--- src/rtl/mult_acc_pipe.sv ---
// Pipelined multiply-accumulate: optional input register, accumulator with wrap/saturate
// and sticky overflow, optional output register. Latency IREG + 1 + OREG.
module mult_acc_pipe #(
  parameter int unsigned A_WIDTH   = 8,
  parameter int unsigned B_WIDTH   = 8,
  parameter int unsigned ACC_WIDTH = 20,
  parameter int unsigned IREG      = 1,
  parameter int unsigned OREG      = 1,
  parameter int unsigned SATURATE  = 0
) (
  input  logic                 CLK,
  input  logic                 RST_N,
  input  logic                 VALID_IN,
  input  logic [A_WIDTH-1:0]   A,
  input  logic [B_WIDTH-1:0]   B,
  input  logic                 SIGNED,
  input  logic                 LOAD,
  input  logic                 ACC_EN,
  output logic                 VALID_OUT,
  output logic [ACC_WIDTH-1:0] Z,
  output logic                 OVF
);

  localparam int unsigned MSB = ACC_WIDTH - 1;

  generate
    if (ACC_WIDTH < A_WIDTH + B_WIDTH) begin : g_width_check
      $error("mult_acc_pipe: ACC_WIDTH must be >= A_WIDTH + B_WIDTH");
    end
  endgenerate

  logic               s_valid;
  logic [A_WIDTH-1:0] s_a;
  logic [B_WIDTH-1:0] s_b;
  logic               s_sg;
  logic               s_ld;
  logic               s_en;

  generate
    if (IREG != 0) begin : g_ireg
      always_ff @(posedge CLK or negedge RST_N) begin
        if (!RST_N) begin
          s_valid <= 1'b0;
          s_a     <= '0;
          s_b     <= '0;
          s_sg    <= 1'b0;
          s_ld    <= 1'b0;
          s_en    <= 1'b0;
        end else begin
          s_valid <= VALID_IN;
          s_a     <= A;
          s_b     <= B;
          s_sg    <= SIGNED;
          s_ld    <= LOAD;
          s_en    <= ACC_EN;
        end
      end
    end else begin : g_no_ireg
      assign s_valid = VALID_IN;
      assign s_a     = A;
      assign s_b     = B;
      assign s_sg    = SIGNED;
      assign s_ld    = LOAD;
      assign s_en    = ACC_EN;
    end
  endgenerate

  // Operands are extended to ACC_WIDTH first; the low ACC_WIDTH bits of that product
  // equal the correctly sign/zero-extended full-precision product.
  logic [ACC_WIDTH-1:0] a_ext;
  logic [ACC_WIDTH-1:0] b_ext;
  logic [ACC_WIDTH-1:0] prod;

  assign a_ext = {{(ACC_WIDTH-A_WIDTH){s_sg & s_a[A_WIDTH-1]}}, s_a};
  assign b_ext = {{(ACC_WIDTH-B_WIDTH){s_sg & s_b[B_WIDTH-1]}}, s_b};
  assign prod  = a_ext * b_ext;

  logic [ACC_WIDTH-1:0] acc;
  logic                 acc_ovf;
  logic                 acc_valid;
  logic [ACC_WIDTH:0]   sum;
  logic                 add_ovf;
  logic [ACC_WIDTH-1:0] sat_val;
  logic [ACC_WIDTH-1:0] add_res;

  assign sum = {1'b0, acc} + {1'b0, prod};

  always_comb begin
    add_ovf = 1'b0;
    sat_val = '1;
    add_res = sum[MSB:0];
    if (s_sg) begin
      add_ovf = (acc[MSB] == prod[MSB]) && (sum[MSB] != acc[MSB]);
      sat_val = prod[MSB] ? {1'b1, {MSB{1'b0}}} : {1'b0, {MSB{1'b1}}};
    end else begin
      add_ovf = sum[ACC_WIDTH];
    end
    if ((SATURATE != 0) && add_ovf) begin
      add_res = sat_val;
    end
  end

  // Plain multiply (ACC_EN=0, LOAD=0) replaces acc but leaves the sticky flag alone.
  always_ff @(posedge CLK or negedge RST_N) begin
    if (!RST_N) begin
      acc       <= '0;
      acc_ovf   <= 1'b0;
      acc_valid <= 1'b0;
    end else begin
      acc_valid <= s_valid;
      if (s_valid) begin
        if (s_ld || !s_en) begin
          acc <= prod;
        end else begin
          acc <= add_res;
        end
        if (s_ld) begin
          acc_ovf <= 1'b0;
        end else if (s_en) begin
          acc_ovf <= acc_ovf | add_ovf;
        end
      end
    end
  end

  generate
    if (OREG != 0) begin : g_oreg
      always_ff @(posedge CLK or negedge RST_N) begin
        if (!RST_N) begin
          VALID_OUT <= 1'b0;
          Z         <= '0;
          OVF       <= 1'b0;
        end else begin
          VALID_OUT <= acc_valid;
          Z         <= acc;
          OVF       <= acc_ovf;
        end
      end
    end else begin : g_no_oreg
      assign VALID_OUT = acc_valid;
      assign Z         = acc;
      assign OVF       = acc_ovf;
    end
  endgenerate

endmodule

--- config.mk ---
export PLATFORM = sky130hd
export DESIGN_NAME = mult_acc_pipe
export DESIGN_NICKNAME = d
export VERILOG_FILES = /design/src/rtl/mult_acc_pipe.sv
export SDC_FILE = /design/constraint.sdc
export NUM_CORES = 1
export LEC_CHECK = 0
export ABC_AREA = 1
export CAP_MARGIN = 20
export CORE_UTILIZATION = 40
export DETAILED_ROUTE_END_ITERATION = 8
export GPL_TIMING_DRIVEN = 0
export SLEW_MARGIN = 20
export SYNTH_ARGS = -nofsm -noshare
export SYNTH_HDL_FRONTEND = slang
export SYNTH_SLANG_ARGS = --single-unit
--- constraint.sdc ---
create_clock -name CLK -period 6.6 [get_ports CLK]
set_clock_uncertainty 0.15 [all_clocks]
set_input_delay 0.66 -clock CLK [delete_from_list [all_inputs] [get_ports CLK]]
set_output_delay 0.66 -clock CLK [all_outputs]
set_load 0.02 [all_outputs]
---- Word level (Yosys, flattened, before mapping) ----
Index checks and enable logic that the tools add are counted.
W data, S select, Z words.
word-level totals
  register bits after elaboration ......... 64
  bits of input ports ..................... 22
  output and inout port bits .............. 22
  word-level logic and storage cells ...... 28
operators by class
  add/subtract/negate cells ............... 1
  multipliers ............................. 1
  equal/unequal tests ..................... 2
  mux-type cells .......................... 4
  bitwise gates (word level) .............. 3
  reductions and logical operators ........ 5
operators with widths
  operator             count
  $add A20 B20 Y21     1
  $mux W20             1
  $mul A9 B9 Y18       1
  $mux W1              3
  $and A1 B1 Y1        2
  $reduce_and A2 Y1    1
  $reduce_bool A2 Y1   1
  $eq A1 B1 Y1         1
  $logic_and A1 B1 Y1  1
  $logic_not A1 Y1     1
  $logic_or A1 B1 Y1   1
  $ne A1 B1 Y1         1
  $or A1 B1 Y1         1

---- Longest topological paths before layout ----
Gate-level depths: netlist of run 1.
  depth after elaboration ................. 9
  depth in mapped cells ................... 34
  gate-level depth less buffers ........... 33

---- Worst setup path after synthesis of run 1 ----
OpenSTA, ideal clock, no wires.
  kind .................................... reg2reg
  start ................................... reg s_b[7]
  end ..................................... reg acc[19]
  library setup time ...................... 0.117 ns
  arrival time ............................ 6.015 ns
  required time ........................... 6.333 ns
  path slack .............................. 0.319 ns
  stages on the path, launching flop included .. 31
  buffers on the path ..................... 1
  clock period less this slack ............ 6.281 ns
  cells stage by stage .................... dfrtp_1 > clkbuf_1 > nand2_1 > or2_2 > fa_1 > fa_1 > inv_1 > fa_1 > fa_1 > inv_1 > fa_1 > inv_1 > ha_1 > a21oi_1 > nand2_1 > nand3_1 > nand3_1 > nand3b_1 > and2_1 > ha_1 > nand2_1 > nor2_1 > nand2_1 > nor2_1 > nand2_1 > nand3_2 > a21oi_1 > o21ai_0 > nand2_1 > nand2_1 > nand2_1
on the way
  cells in the longest elaborated chain, start to end .. 4
ends and longest elaborated chain
  item                      RTL line  RTL
  start: declaration        34        logic [B_WIDTH-1:0] s_b;
  start signal: assignment  45        s_b <= '0;
  start signal: assignment  52        s_b <= B;
  $and A1 B1 Y1             75        assign b_ext = {{(ACC_WIDTH-B_WIDTH){s_sg & s_b[B_WIDTH-1]}}, s_b};
  $mul A9 B9 Y18 *          76        assign prod = a_ext * b_ext;
  $add A20 B20 Y21          86        assign sum = {1'b0, acc} + {1'b0, prod};
  $mux W20 *                112       if (s_ld || !s_en) begin
  end signal: assignment    113       acc <= prod;
  end signal: assignment    115       acc <= add_res;
  end: declaration          78        logic [ACC_WIDTH-1:0] acc;
Mark *: on every way between the ends. The rest lies on a longest branch, timed or not.
A chain may end at the register's enable or synchronous reset.

---- Worst setup path after layout of run 1 ----
  start ................................... reg s_sg
  end ..................................... reg acc_ovf
on the way
  cells in the longest elaborated chain, start to end .. 9
  elaborated cells between the ends (all ways) .. 11
  those cells by class .................... 1 x add/sub; 1 x mul; 2 x eq/ne; 3 x mux; 3 x bitwise; 1 x reduce/logical
ends and longest elaborated chain
  item                              RTL line  RTL
  start: declaration                35        logic s_sg;
  start signal: assignment          46        s_sg <= 1'b0;
  start signal: assignment          53        s_sg <= SIGNED;
  $and A1 B1 Y1 (on tied branches)  74, 75
  $mul A9 B9 Y18                    76
  $add A20 B20 Y21                  86
  $ne A1 B1 Y1                      93        add_ovf = (acc[MSB] == prod[MSB]) && (sum[MSB] != acc[MSB]);
  $logic_and A1 B1 Y1               93
  $mux W1 *                         92        if (s_sg) begin
  $or A1 B1 Y1 *                    120       acc_ovf <= acc_ovf | add_ovf;
  $mux W1 *                         119       end else if (s_en) begin
  $mux W1 *                         117       if (s_ld) begin
  end signal: assignment            120
  end: declaration                  79        logic acc_ovf;
Mark *: on every way between the ends. The rest lies on a longest branch, timed or not. The select of a mux whose other input is x is not followed.

==> flow_summary.yaml, run 1 <==
run_status:
  status: "completed"
logic_synthesis:
  synth.distinct_cells: 33
  ys_seq_elements: 64
  ys_warn_count: 0
  yosysSeqAreaShare_pct: 24.4
  syn_area_per_cell_um2: 7.88
  syn_inst: 832
  mappedNetlistNets: 983
  synth_top_cell_area_share_pct: 24.4
  syn_area_mm2: 0.00655
  yosysTopAreaCell: "dfrtp_1"
  synthTopCellsByArea: "dfrtp_1 (24%), fa_1 (22%), nand2_1 (13%)"
worst_setup_path:
  crit_type: "flip-flop to flip-flop"
  crit_required_ps: 6680
  cp_slowest_stage_delay_ps: 590
  crit_arrival_ps: 6360
  crit_fanout: 5
  critPathMostFrequentCell: "nand2_1"
  slowest_stage: "fa_2"
  end_kind: "flip-flop"
  worst_r2r_path_depth: 29
  critPathLaunchType: "flip-flop"
timing:
  fin_crit_sh_pct: 95.1
  finalHoldViolCount: 0
  worst_slew_margin_rel_pct: 58.4
  maxSlewViolCount: 0
  setup_tns_ps: 0
  finalSetupViolCount: 0
  fmax_ghz: 0.159
  worst_pin_slew_ps: 624
  post-route-min-period_ps: 6280
routing:
  route.antenna.remaining_nets: 0
  drt_wl_total_um: 14900
  viasPerCell: 4.71
  drtPass1Iterations: 4
  drc: 0
  vias: 5205
  drtIter0Drc: 272
  post_drt_wl_per_cell_um: 13.5
cts:
  root_buffer: "clkbuf_16"
  clkLatencyLatePin_ps: 340
  cts_inserted_buffers: 9
  path_clk_slew_ps: 60
  cts_sinks: 64
  h-tree-depth: 3
  clockBufferDepth: 2
  hold_buffers: 0
  cts_tree: "built"
floorplanning:
  num_rows: 46
  core_area_mm2: 0.0159
  io-pin-count: 44
  die_area_mm2: 0.0169
  start_util_pct: 41.1
  die_h_um: 130
  die_w_um: 130
run:
  drv_cap: 0
finish:
  drive_above_1_share_pct: 10.5
  fillers: 1594
  antenna_cells: 0
  final_common_cell: "nand2_1"
  register_area_mm2: 0.00161
  multi_input_area_mm2: 0.00438
  fin_nets: 1034
  areaGrowthSynthToFinish_pct: 19.3
  layout_common_cells: "nand2_1 (228), inv_1 (170), fa_1 (68)"
worst_hold_path:
  hp-class: "primary input to asynchronous set/reset pin"
place:
  io_buffers: 43
  routabilityCongestion: 0.918
  dpl.hpwl_um: 11900
global_route:
  grt_overflow_total: 0
  grt_max_degree: 38
  grt_pass1_vias: 5024
  antenna_found_initial: 0
  grt_pass1_wl_um: 25000
  grtUsageTotal_pct: 19.4
[flip-flops by register name, indices dropped and copies added, names as in the netlist]
signal	count
s_en	1
OVF	1
acc	20
acc_ovf	1
Z	20
acc_valid	1
s_ld	1
s_valid	1
VALID_OUT	1
s_a	8
s_sg	1
s_b	8
[worst paths after layout]
kind                                           from             endpoint  slack, ps
worst max-delay path                 s_sg$_DFF_PN0_  acc_ovf$_DFFE_PN0P_        320
worst min-delay path                          RST_N      Z[18]$_DFF_PN0_        100
worst max register to register       s_sg$_DFF_PN0_  acc_ovf$_DFFE_PN0P_        320
worst min register to register  acc_valid$_DFF_PN0_  VALID_OUT$_DFF_PN0_        200
max in group asynchronous                     RST_N     s_b[3]$_DFF_PN0_       5660
min in group CLK                acc_valid$_DFF_PN0_  VALID_OUT$_DFF_PN0_        200
[metal layers]
layer,vias up,track usage [%],part of all wire [%]
met5,-,0,0
met2,97,31.0,45
li1,2624,-,-
met1,2470,27.3,50
met4,0,5.06,1.4
met3,14,3.24,3.9
[cells in the mapped netlist]
| master | number |
|---|---|
| nor3_2 | 1 |
| inv_1 | 172 |
| o21ai_0 | 19 |
| nand3b_1 | 5 |
| nand4_1 | 7 |
| o211ai_1 | 1 |
| a21oi_2 | 7 |
| nor3_1 | 4 |
| o21a_1 | 1 |
| o21ai_1 | 2 |
| nand2_2 | 8 |
| xor2_1 | 9 |
| clkbuf_1 | 20 |
| and2_1 | 2 |
| nor2_2 | 3 |
| xnor2_1 | 8 |
| a21oi_1 | 36 |
| buf_6 | 1 |
| buf_2 | 2 |
| clkinv_1 | 2 |
| dfrtp_1 | 64 |
| ha_1 | 58 |
| a31oi_1 | 3 |
| o211ai_2 | 1 |
| fa_1 | 71 |
| or2_1 | 1 |
| xor2_2 | 2 |
| o21bai_1 | 3 |
| nand3_2 | 2 |
| or2_2 | 3 |
| nand3_1 | 34 |
| nand2_1 | 233 |
| nor2_1 | 47 |
[cell families (layout without fill, tap and decap cells)]
logic type	count (synthesis)	after routing	synth area share (%)
simple gates	350	351	22.3
buf+inv	197	252	11.4
fa+ha+maj	129	129	32.8
compound gates	73	73	6.34
flops	64	64	24.4
xor+xnor	19	19	2.77
[cell type report]
cell class                      count  share of cell area, %
Multi-Input combinational cell    572                   56.0
Sequential cell                    64                   20.6
Inverter                          174                   8.40
Timing Repair Buffer               53                   6.75
Tap cell                          216                   3.46
Clock buffer                        9                   2.88
Clock inverter                      7                   1.34
Buffer                              9                  0.560
[stage by stage]
step,worst slack [ps],std cells,cell area [um2],utilization (%),hold WS [ps]
final,324,1104,7820,49.1,96.4
after global routing,-26.2,1104,7820,49.1,112
after CTS,10.3,1105,7630,47.9,108
after detailed placement,-641,1092,7270,45.6,187
after global placement,-594,1091,7250,45.5,184
after floorplan,319,832,6550,-,181
[critical path, delay by kind of cell, from the launching register on]
kind / cells / cell delay, ps
buffers and inverters: 5 / 500
AOI/OAI and AO/OA: 2 / 270
DFF: 1 / 470
xor gates and xnor gates: 1 / 190
adders and majority gates: 7 / 3120
and+or+nand+nor: 14 / 1460
[what timing repair did]
item | CTS | global route
gates cloned | 0 | 1
endpoints found under the hold margin | 0 | 0
gates resized for setup | 8 | 35
setup buffers | 3 | 6
setup endpoints to repair | 10 | 9
pin swaps | 0 | 6
Power of run 1 is not shown: default switching activity piles up to over one toggle a cycle in this logic, so the estimate is an artifact.
==> run 2: changes to the inputs <==
--- a/config.mk
+++ b/config.mk
@@ -8,6 +8,7 @@
 export ABC_AREA = 1
 export CAP_MARGIN = 20
 export CORE_UTILIZATION = 40
+export CTS_CLUSTER_DIAMETER = 80
 export DETAILED_ROUTE_END_ITERATION = 8
 export GPL_TIMING_DRIVEN = 0
 export SLEW_MARGIN = 20
==> results of run 2 <==
No change in the layout: final DEF, timing and power equal those of run 1.
Power of run 2 is left out for the same reason.
